$ cat src/rtl/nibble_serial_adder_ctrl_pkg.sv
// Shared types and constants for the nibble-serial adder controller.
package nsa_pkg;

    typedef enum logic [1:0] {
        IDLE,
        RUN,
        DONE
    } nsa_state_e;

    localparam int NIBBLE_W = 4;

    function automatic int nsa_cnt_w(input int nib);
        return (nib > 1) ? $clog2(nib) : 1;
    endfunction

endpackage

$ cat src/rtl/nibble_serial_adder_ctrl_cla4_slice.sv
// Combinational 4-bit carry-lookahead adder slice, shared across all nibbles.
module cla4_slice (
    input  logic [3:0] a,
    input  logic [3:0] b,
    input  logic       cin,
    output logic [3:0] sum,
    output logic       cout
);

    logic [3:0] g;
    logic [3:0] p;
    logic [4:0] c;

    assign g = a & b;
    assign p = a ^ b;

    // Carries are flattened so every c[i] depends only on g, p and cin.
    assign c[0] = cin;
    assign c[1] = g[0] | (p[0] & cin);
    assign c[2] = g[1] | (p[1] & g[0]) | (p[1] & p[0] & cin);
    assign c[3] = g[2] | (p[2] & g[1]) | (p[2] & p[1] & g[0]) | (p[2] & p[1] & p[0] & cin);
    assign c[4] = g[3] | (p[3] & g[2]) | (p[3] & p[2] & g[1]) | (p[3] & p[2] & p[1] & g[0])
                | (p[3] & p[2] & p[1] & p[0] & cin);

    assign sum  = p ^ c[3:0];
    assign cout = c[4];

endmodule

$ cat src/rtl/nibble_serial_adder_ctrl.sv
// WIDTH-bit adder computed one nibble per cycle, LSB first, on a single CLA slice.
// Optional subtraction (a - b) is enabled by defining NSA_SUB_EN.
module nibble_serial_adder_ctrl
    import nsa_pkg::*;
#(
    parameter int WIDTH = 16
) (
    input  logic             clk,
    input  logic             rst_n,
    input  logic             in_valid,
    output logic             in_ready,
    input  logic [WIDTH-1:0] a,
    input  logic [WIDTH-1:0] b,
    input  logic             cin,
`ifdef NSA_SUB_EN
    input  logic             sub,
`endif
    output logic             out_valid,
    input  logic             out_ready,
    output logic [WIDTH-1:0] sum,
    output logic             cout,
    output logic             busy
);

    localparam int NIB = WIDTH / NIBBLE_W;
    localparam int KW  = nsa_cnt_w(NIB);
    localparam logic [KW-1:0] K_LAST = KW'(NIB - 1);

    nsa_state_e state, state_next;

    logic [KW-1:0]     k;
    logic              c_q;
    logic [WIDTH-1:0]  a_q;
    logic [WIDTH-1:0]  b_q;
    logic [WIDTH-1:0]  sum_q;
    logic [NIBBLE_W-1:0] a_nib;
    logic [NIBBLE_W-1:0] b_nib;
    logic [NIBBLE_W-1:0] s_nib;
    logic              c_nib;
    logic              accept;
    logic [WIDTH-1:0]  b_eff;
    logic              cin_eff;

`ifdef NSA_SUB_EN
    assign b_eff   = sub ? ~b : b;
    assign cin_eff = sub ? 1'b1 : cin;
`else
    assign b_eff   = b;
    assign cin_eff = cin;
`endif

    assign accept = (state == IDLE) && in_valid;

    always_ff @(posedge clk or negedge rst_n) begin
        if (!rst_n) begin
            state <= IDLE;
        end else begin
            state <= state_next;
        end
    end

    always_comb begin
        state_next = state;
        in_ready   = 1'b0;
        out_valid  = 1'b0;
        busy       = 1'b1;
        case (state)
            IDLE: begin
                in_ready = 1'b1;
                busy     = 1'b0;
                if (in_valid) state_next = RUN;
            end
            RUN: begin
                if (k == K_LAST) state_next = DONE;
            end
            DONE: begin
                out_valid = 1'b1;
                if (out_ready) state_next = IDLE;
            end
            default: state_next = IDLE;
        endcase
    end

    assign a_nib = a_q[NIBBLE_W*int'(k) +: NIBBLE_W];
    assign b_nib = b_q[NIBBLE_W*int'(k) +: NIBBLE_W];

    cla4_slice u_slice (
        .a    (a_nib),
        .b    (b_nib),
        .cin  (c_q),
        .sum  (s_nib),
        .cout (c_nib)
    );

    // Operands carry no reset: they are always loaded before RUN reads them.
    always_ff @(posedge clk) begin
        if (accept) begin
            a_q <= a;
            b_q <= b_eff;
        end
    end

    always_ff @(posedge clk or negedge rst_n) begin
        if (!rst_n) begin
            k     <= '0;
            c_q   <= 1'b0;
            sum_q <= '0;
        end else if (accept) begin
            k   <= '0;
            c_q <= cin_eff;
        end else if (state == RUN) begin
            sum_q[NIBBLE_W*int'(k) +: NIBBLE_W] <= s_nib;
            c_q <= c_nib;
            if (k != K_LAST) k <= k + KW'(1);
        end
    end

    assign sum  = sum_q;
    assign cout = c_q;

endmodule
$ cat config.mk
export PLATFORM = sky130hd
export DESIGN_NAME = nibble_serial_adder_ctrl
export DESIGN_NICKNAME = d
export VERILOG_FILES = /design/src/rtl/nibble_serial_adder_ctrl_pkg.sv /design/src/rtl/nibble_serial_adder_ctrl_cla4_slice.sv /design/src/rtl/nibble_serial_adder_ctrl.sv
export SDC_FILE = /design/constraint.sdc
export NUM_CORES = 1
export LEC_CHECK = 0
export CAP_MARGIN = 20
export CELL_PAD_IN_SITES_DETAIL_PLACEMENT = 0
export CELL_PAD_IN_SITES_GLOBAL_PLACEMENT = 2
export CORE_MARGIN = 5
export CORE_UTILIZATION = 37
export CTS_CLUSTER_SIZE = 20
export DETAILED_ROUTE_END_ITERATION = 16
export PLACE_DENSITY = 0.9
export SETUP_SLACK_MARGIN = 0.05
export SLEW_MARGIN = 10
export SYNTH_ARGS = -nofsm -noshare
export SYNTH_HDL_FRONTEND = slang
export SYNTH_SLANG_ARGS = --single-unit
$ cat constraint.sdc
create_clock -name clk -period 6 [get_ports clk]
set_input_delay 1.2 -clock clk [delete_from_list [all_inputs] [get_ports clk]]
set_output_delay 1.2 -clock clk [all_outputs]
set_load 0.005 [all_outputs]
==> impl_results.md, run 1 <==
- Outcome: finished clean
- Final worst path period share: 48.5%
- Clk_lat worst skew: 0.30 ns
- Reg power frac: 39.6%
- Rel. slew slack: 38.7%
- IO buf count: 56
- Cts repair resizes: 0
- Core region area: 5990 sq um
- Most frequent cells in the layout: 56 x clkdlybuf4s50_1, 32 x edfxtp_1, 21 x dfrtp_1, 19 x a22o_1, 10 x ha_1
- Avg Cell Area, Syn: 17.0 sq um
- Slew @ Worst Pin: 0.917 ns
- Req. time, crit path: 4.80 ns
- Psw: 0.535 mW
- Initial Util: 38.3%
- Post-Syn Area: 2290 sq um
- Synth-to-layout area growth: 32.0%
- Power Internal: 0.905 mW
- Routability cong.: 0.733
- Fillers: 522
- Main synth FF type: edfxtp_1
- Syn nets: 183
- Gr ovfl total: 0
- Comb power frac: 46.5%
- Total CTS buffers: 5
- CP Class: reg2out
- Post-CTS setup buffers: 0
- ANT nets after route: 0
- Vias per cell: 5.01
- RSZ-0062 raised after global routing: no
- Number of flops mapped to enable cells by yosys: 32
- Nets: 244
- Synth area leader: edfxtp_1
- Design Power: 1.44 mW
- CP arrival: 1.71 ns
- Critical Path End Type: primary output
- CTS tree: done
- Final setup violation count: 0
- Power per cell area: 476 nW/um^2
- Clock share of power: 13.9%
- Io pins: 57
- Async S/R FF share, synth: 39.6%
- Initial antenna violation count: 0
- Leakage Power: 1.15 nW
- Die H: 88.7 microns
- Longest Clk Path Bufs: 2
- Top cell type's share of synthesized area: 41.9%
- GR Util All Layers: 12.4%
- First-pass GRT wire length: 7500 microns
- Hold Path Class: reg2reg
- Critical Path Source Type: flop
- CTS Root Cell: clkbuf_8
- DR pass1 iterations: 4
- MaxCap Viol Count: 0
- Switching share of power: 37.2%
- Post-synthesis sequential area ratio: 64.8%
- Peak Freq: 0.343 GHz
- # rows: 28
- Routed WL: 4390 microns
- Post-Synthesis Cells: 135
- H-tree lvl count: 2
- Worst Path Max Fanout: 11
- Synth cell types: 34
- Share of cells above drive strength 1: 14.2%
- Setup TNS Final: 0 ns
- Chip width: 88.7 microns
- Via count: 1362
- Max IR drop VDD: 194 uV
- Final Hold Viols: 0
- DIE AREA: 7870 sq um
- DR WL/cell: 16.1 microns
- DP Wirelength: 3490 microns
- Skew final: 0.00559 ns
- Ys Warns: 0
- Fin crit period: 2.91 ns
- Commonest non-fill, non-tap cell in the layout: clkdlybuf4s50_1
- Count of state elements after synthesis: 53
- Final Max Tran Viols: 0
- Inserted Diodes: 0
- Pin count of the biggest net entering global routing: 33
- Clk slew on worst S/H paths: 0.09 ns
- Top post-synthesis cells by area: edfxtp_1 42%, dfrtp_1 23%, mux4_2 7.9%
- Starting DRT DRC Count: 68
- DRC errors left: 0
- Sink Count: 53
- Vias in the first global route: 1503
- Hold Buf Count CTS: 0
==> sequential cells by signal, indices dropped and copies added, names as in the netlist <==
register and cells:
k 2, sum 16, a_q 16, cout 1, state 2, b_q 16
==> power groups by stage <==
stage | registers (mW) | logic, mW | clock network, mW
final | 0.571 | 0.670 | 0.200
after global placement | 0.577 | 0.661 | 0
after floorplan | 0.536 | 0.488 | 0
after CTS | 0.576 | 0.681 | 0.209
after global routing | 0.589 | 0.739 | 0.223
after detailed placement | 0.584 | 0.678 | 0
==> kinds of logic after synthesis <==
group / after synthesis / share of synthesized area (%)
AOI/OAI and AO/OA: 29 / 10.1
xor gates and xnor gates: 3 / 1.47
adders and majority gates: 11 / 6.33
buffers and inverters: 7 / 1.47
DFF: 53 / 64.8
muxes: 9 / 8.35
and+or+nand+nor: 23 / 7.42
==> worst paths after layout <==
check                      slack [ns]  cells after the start     start       end
min reg2reg                      0.51                      1   sum[14]   sum[14]
min in group asynchronous        1.41                      1     rst_n   sum[13]
max in group asynchronous        4.04                      1     rst_n  state[1]
min                              0.51                      1   sum[14]   sum[14]
max                              3.09                      3  state[0]  in_ready
max reg2reg                      3.28                      6      k[0]    sum[2]
==> metal layers <==
metal | track usage (%) | part of all wire [%]
met5 | 0 | 0
met2 | 20.9 | 52
met4 | 2.47 | 0.46
met1 | 15.6 | 40
met3 | 4.47 | 7.9
==> cell type report <==
| cell class | count | area [sq um] | share of cell area [%] |
|---|---|---|---|
| inverters | 4 | 15.0 | 0.496 |
| well taps | 75 | 93.8 | 3.10 |
| multi-input cells | 75 | 773 | 25.5 |
| clock inverters | 3 | 21.3 | 0.703 |
| repair buffers | 57 | 568 | 18.8 |
| flip-flops and latches | 53 | 1490 | 49.1 |
| clock buffers | 5 | 68.8 | 2.27 |
==> cells in the mapped netlist, types with 2 or more instances <==
cell	count
a21oi_1	4
a22o_1	19
buf_4	2
dfrtp_1	21
edfxtp_1	32
ha_1	10
inv_1	4
mux4_2	8
nand2_1	9
nor4_4	2
==> through the flow <==
stage | setup slack (ns) | util [%] | area, sq um | hold WS [ns] | instances
floorplan | 3.61 | - | 2290 | 0.489 | 135
global placement | 3.32 | 49.0 | 2940 | 0.487 | 264
detailed placement | 3.27 | 49.0 | 2940 | 0.498 | 264
CTS | 3.07 | 50.5 | 3030 | 0.520 | 272
global route | 2.99 | 50.5 | 3030 | 0.530 | 272
finish | 3.09 | 50.5 | 3030 | 0.512 | 272
==> critical path: stages (launching register included) <==
cell             delay (ns)
dfrtp_1                0.51
or2_2                  0.34
inv_1                  0.07
clkdlybuf4s50_1        0.50
Power figures use the tool's default switching activity.
==> run 2: changes to the inputs <==
--- a/config.mk
+++ b/config.mk
@@ -9,10 +9,10 @@
 export CELL_PAD_IN_SITES_DETAIL_PLACEMENT = 0
 export CELL_PAD_IN_SITES_GLOBAL_PLACEMENT = 2
 export CORE_MARGIN = 5
-export CORE_UTILIZATION = 37
+export CORE_UTILIZATION = 31
 export CTS_CLUSTER_SIZE = 20
 export DETAILED_ROUTE_END_ITERATION = 16
-export PLACE_DENSITY = 0.9
+export PLACE_DENSITY = 0.81
 export SETUP_SLACK_MARGIN = 0.05
 export SLEW_MARGIN = 10
 export SYNTH_ARGS = -nofsm -noshare
==> constraint.sdc (replaced) <==
create_clock -name clk -period 2.6 [get_ports clk]
set_input_delay 0.52 -clock clk [delete_from_list [all_inputs] [get_ports clk]]
set_output_delay 0.52 -clock clk [all_outputs]
set_load 0.005 [all_outputs]
==> impl_results.md, run 2 (synthesis gave the netlist of run 1 again) <==
- Hold Path Class: reg2reg
- Vias per cell: 4.55 (-9.1%)
- Rel. slew slack: 73.2% (+35 points)
- Clk_lat worst skew: 0.30 ns (about the same)
- Multi-input logic area: 773 sq um (unchanged)
- Pre-CTS WS: 0.191 ns (-3.08 ns)
- Crit path to: sum[11]
- Slew @ Worst Pin: 0.402 ns (-0.515 ns)
- Setup TNS Final: 0 ns (unchanged)
- RSZ-0062 raised after global routing: no
- CP arrival: 2.46 ns (+0.75 ns)
- Gr ovfl total: 0 (unchanged)
- H-tree lvl count: 2 (unchanged)
- DP Wirelength: 3610 microns (+3.5%)
- Placed insts: 293 (+11%)
- R2r endpoint: sum[11]
- Chip width: 96.0 microns (+8.2%)
- # rows: 31 (+11%)
- Final core utilization: 42.9% (-7.6 points)
- Power per cell area: 1110 nW/um^2 (+130%)
- Total CTS buffers: 5 (unchanged)
- Fin area: 3090 sq um (+2.2%)
- Max IR drop VDD: 575 uV (+200%)
- Most frequent cells in the layout: 56 x clkdlybuf4s50_1, 32 x edfxtp_1, 20 x dfrtp_1, 19 x a22o_1, 10 x ha_1
- Crit-path slowest cell: mux4_2
- Post-Layout Cell Count: 301 (+11%)
- Routed WL: 4610 microns (+5.1%)
- Nets: 249 (+2.0%)
- Final hold slack: 0.513 ns (+0.000738 ns)
- Fin crit period: 2.27 ns
- Synth-to-layout area growth: 34.9%
- GR Util All Layers: 10.7% (-1.7 points)
- Clk slew on worst S/H paths: 0.09 ns (about the same)
- Register area: 1490 sq um (about the same)
- MaxCap Viol Count: 0 (unchanged)
- Vias in the first global route: 1529 (+1.7%)
- Final Hold Viols: 0 (unchanged)
- Routability cong.: 0.781 (+6.5%)
- DRC errors left: 0 (unchanged)
- DR pass1 iterations: 4 (unchanged)
- DR WL/cell: 15.3 microns (-5.0%)
- CTS tree: done
- Hold Buf Count CTS: 0 (unchanged)
- CP bufs+invs: 0 (-2)
- CP Class: reg2reg
- Reg2reg start: k[0]
- Worst path depth: 6 (+3)
- IO buf count: 56 (unchanged)
- CTS Root Cell: clkbuf_8
- Critical Path End Type: flop
- Skew final: 0.00500 ns (-0.000587 ns)
- Outcome: finished clean
- Fillers: 687 (+32%)
- Post-CTS setup buffers: 0 (unchanged)
- Reg2Reg Setup Slack: 0.33 ns (-2.95 ns)
- Initial Util: 31.8% (-6.5 points)
- Die H: 96.0 microns (+8.2%)
- Sink Count: 53 (unchanged)
- Commonest non-fill, non-tap cell in the layout: clkdlybuf4s50_1
- Reg2Reg Depth: 6 (unchanged)
- Io pins: 57 (unchanged)
- Cts repair resizes: 0 (unchanged)
- Crit path from: k[0]
- Initial antenna violation count: 0 (unchanged)
- Crit-path max cell delay: 0.53 ns (+0.02 ns)
- Req. time, crit path: 2.79 ns (-2.01 ns)
- Longest Clk Path Bufs: 2 (unchanged)
- Inserted Diodes: 0 (unchanged)
- Final setup margin: 0.331 ns (-2.76 ns)
- Final setup violation count: 0 (unchanged)
- Leakage Power: 1.18 nW (+1.8%)
- ANT nets after route: 0 (unchanged)
- Peak Freq: 0.441 GHz
- First-pass GRT wire length: 7540 microns (+0.55%)
- Design Power: 3.43 mW (+140%)
- Share of cells above drive strength 1: 16.3% (+2.1 points)
- Critical Path Source Type: flop
- Starting DRT DRC Count: 70 (+2.9%)
- Final worst path period share: 87.3%
- Via count: 1370 (+0.59%)
- DIE AREA: 9220 sq um (+17%)
- Final Max Tran Viols: 0 (unchanged)
- Cell Chain, Critical Path: mux4_2 -> ha_1 -> a41oi_1 -> o21ai_2 -> xor2_2 -> a22o_1
- Core region area: 7210 sq um (+20%)
- Crit-path leading delay family: compound AO/OA/AOI/OAI gates
- Worst Path Max Fanout: 8 (-3)
- Placed cell area: 3000 sq um (+2.3%)
- Pin count of the biggest net entering global routing: 33 (unchanged)
run 2: changes by cell type in the layout (fill, tap and decap cells not counted), sizes merged:
cell and change:
buf +5
run 2: power by group:
group          internal (mW)  switching [mW]  leakage [nW]
registers               1.12           0.169         0.574
logic                  0.856           0.829         0.559
clock network          0.190           0.273        0.0422
total                   2.16            1.27          1.18
run 2: how the worst min path moves through the flow:
stage                  from       to  slack [ns]  cells past startpoint
global route         sum[9]   sum[9]        0.54                      1
CTS                  sum[5]   sum[5]        0.51                      1
detailed placement   sum[5]   sum[5]        0.49                      1
finish              sum[12]  sum[12]        0.51                      1
floorplan             rst_n     cout        0.22                      0
global placement    sum[13]  sum[13]        0.49                      1
run 2: cell type report:
type,instances,area share (%)
timing repair buffer,62,19.6
inverter,4,0.485
multi-input combinational,75,25.0
tap,99,4.00
clock buffer,5,2.22
clock inverter,3,0.647
sequential,53,48.1
run 2: layer usage:
| metal | vias to the layer above | global-route usage [%] | wire (microns) |
|---|---|---|---|
| li1 | 658 | - | - |
| met3 | 0 | 3.67 | 317 |
| met1 | 666 | 13.6 | 2000 |
| met5 | - | 0 | 0 |
| met4 | 0 | 1.78 | 0 |
| met2 | 46 | 18.0 | 2290 |
run 2: worst reg2reg max path: stages, from the launching register on:
cell and delay (ns):
dfrtp_2 0.51, mux4_2 0.53, ha_1 0.35, a41oi_1 0.26, o21ai_2 0.11, xor2_2 0.18
a22o_1 0.21
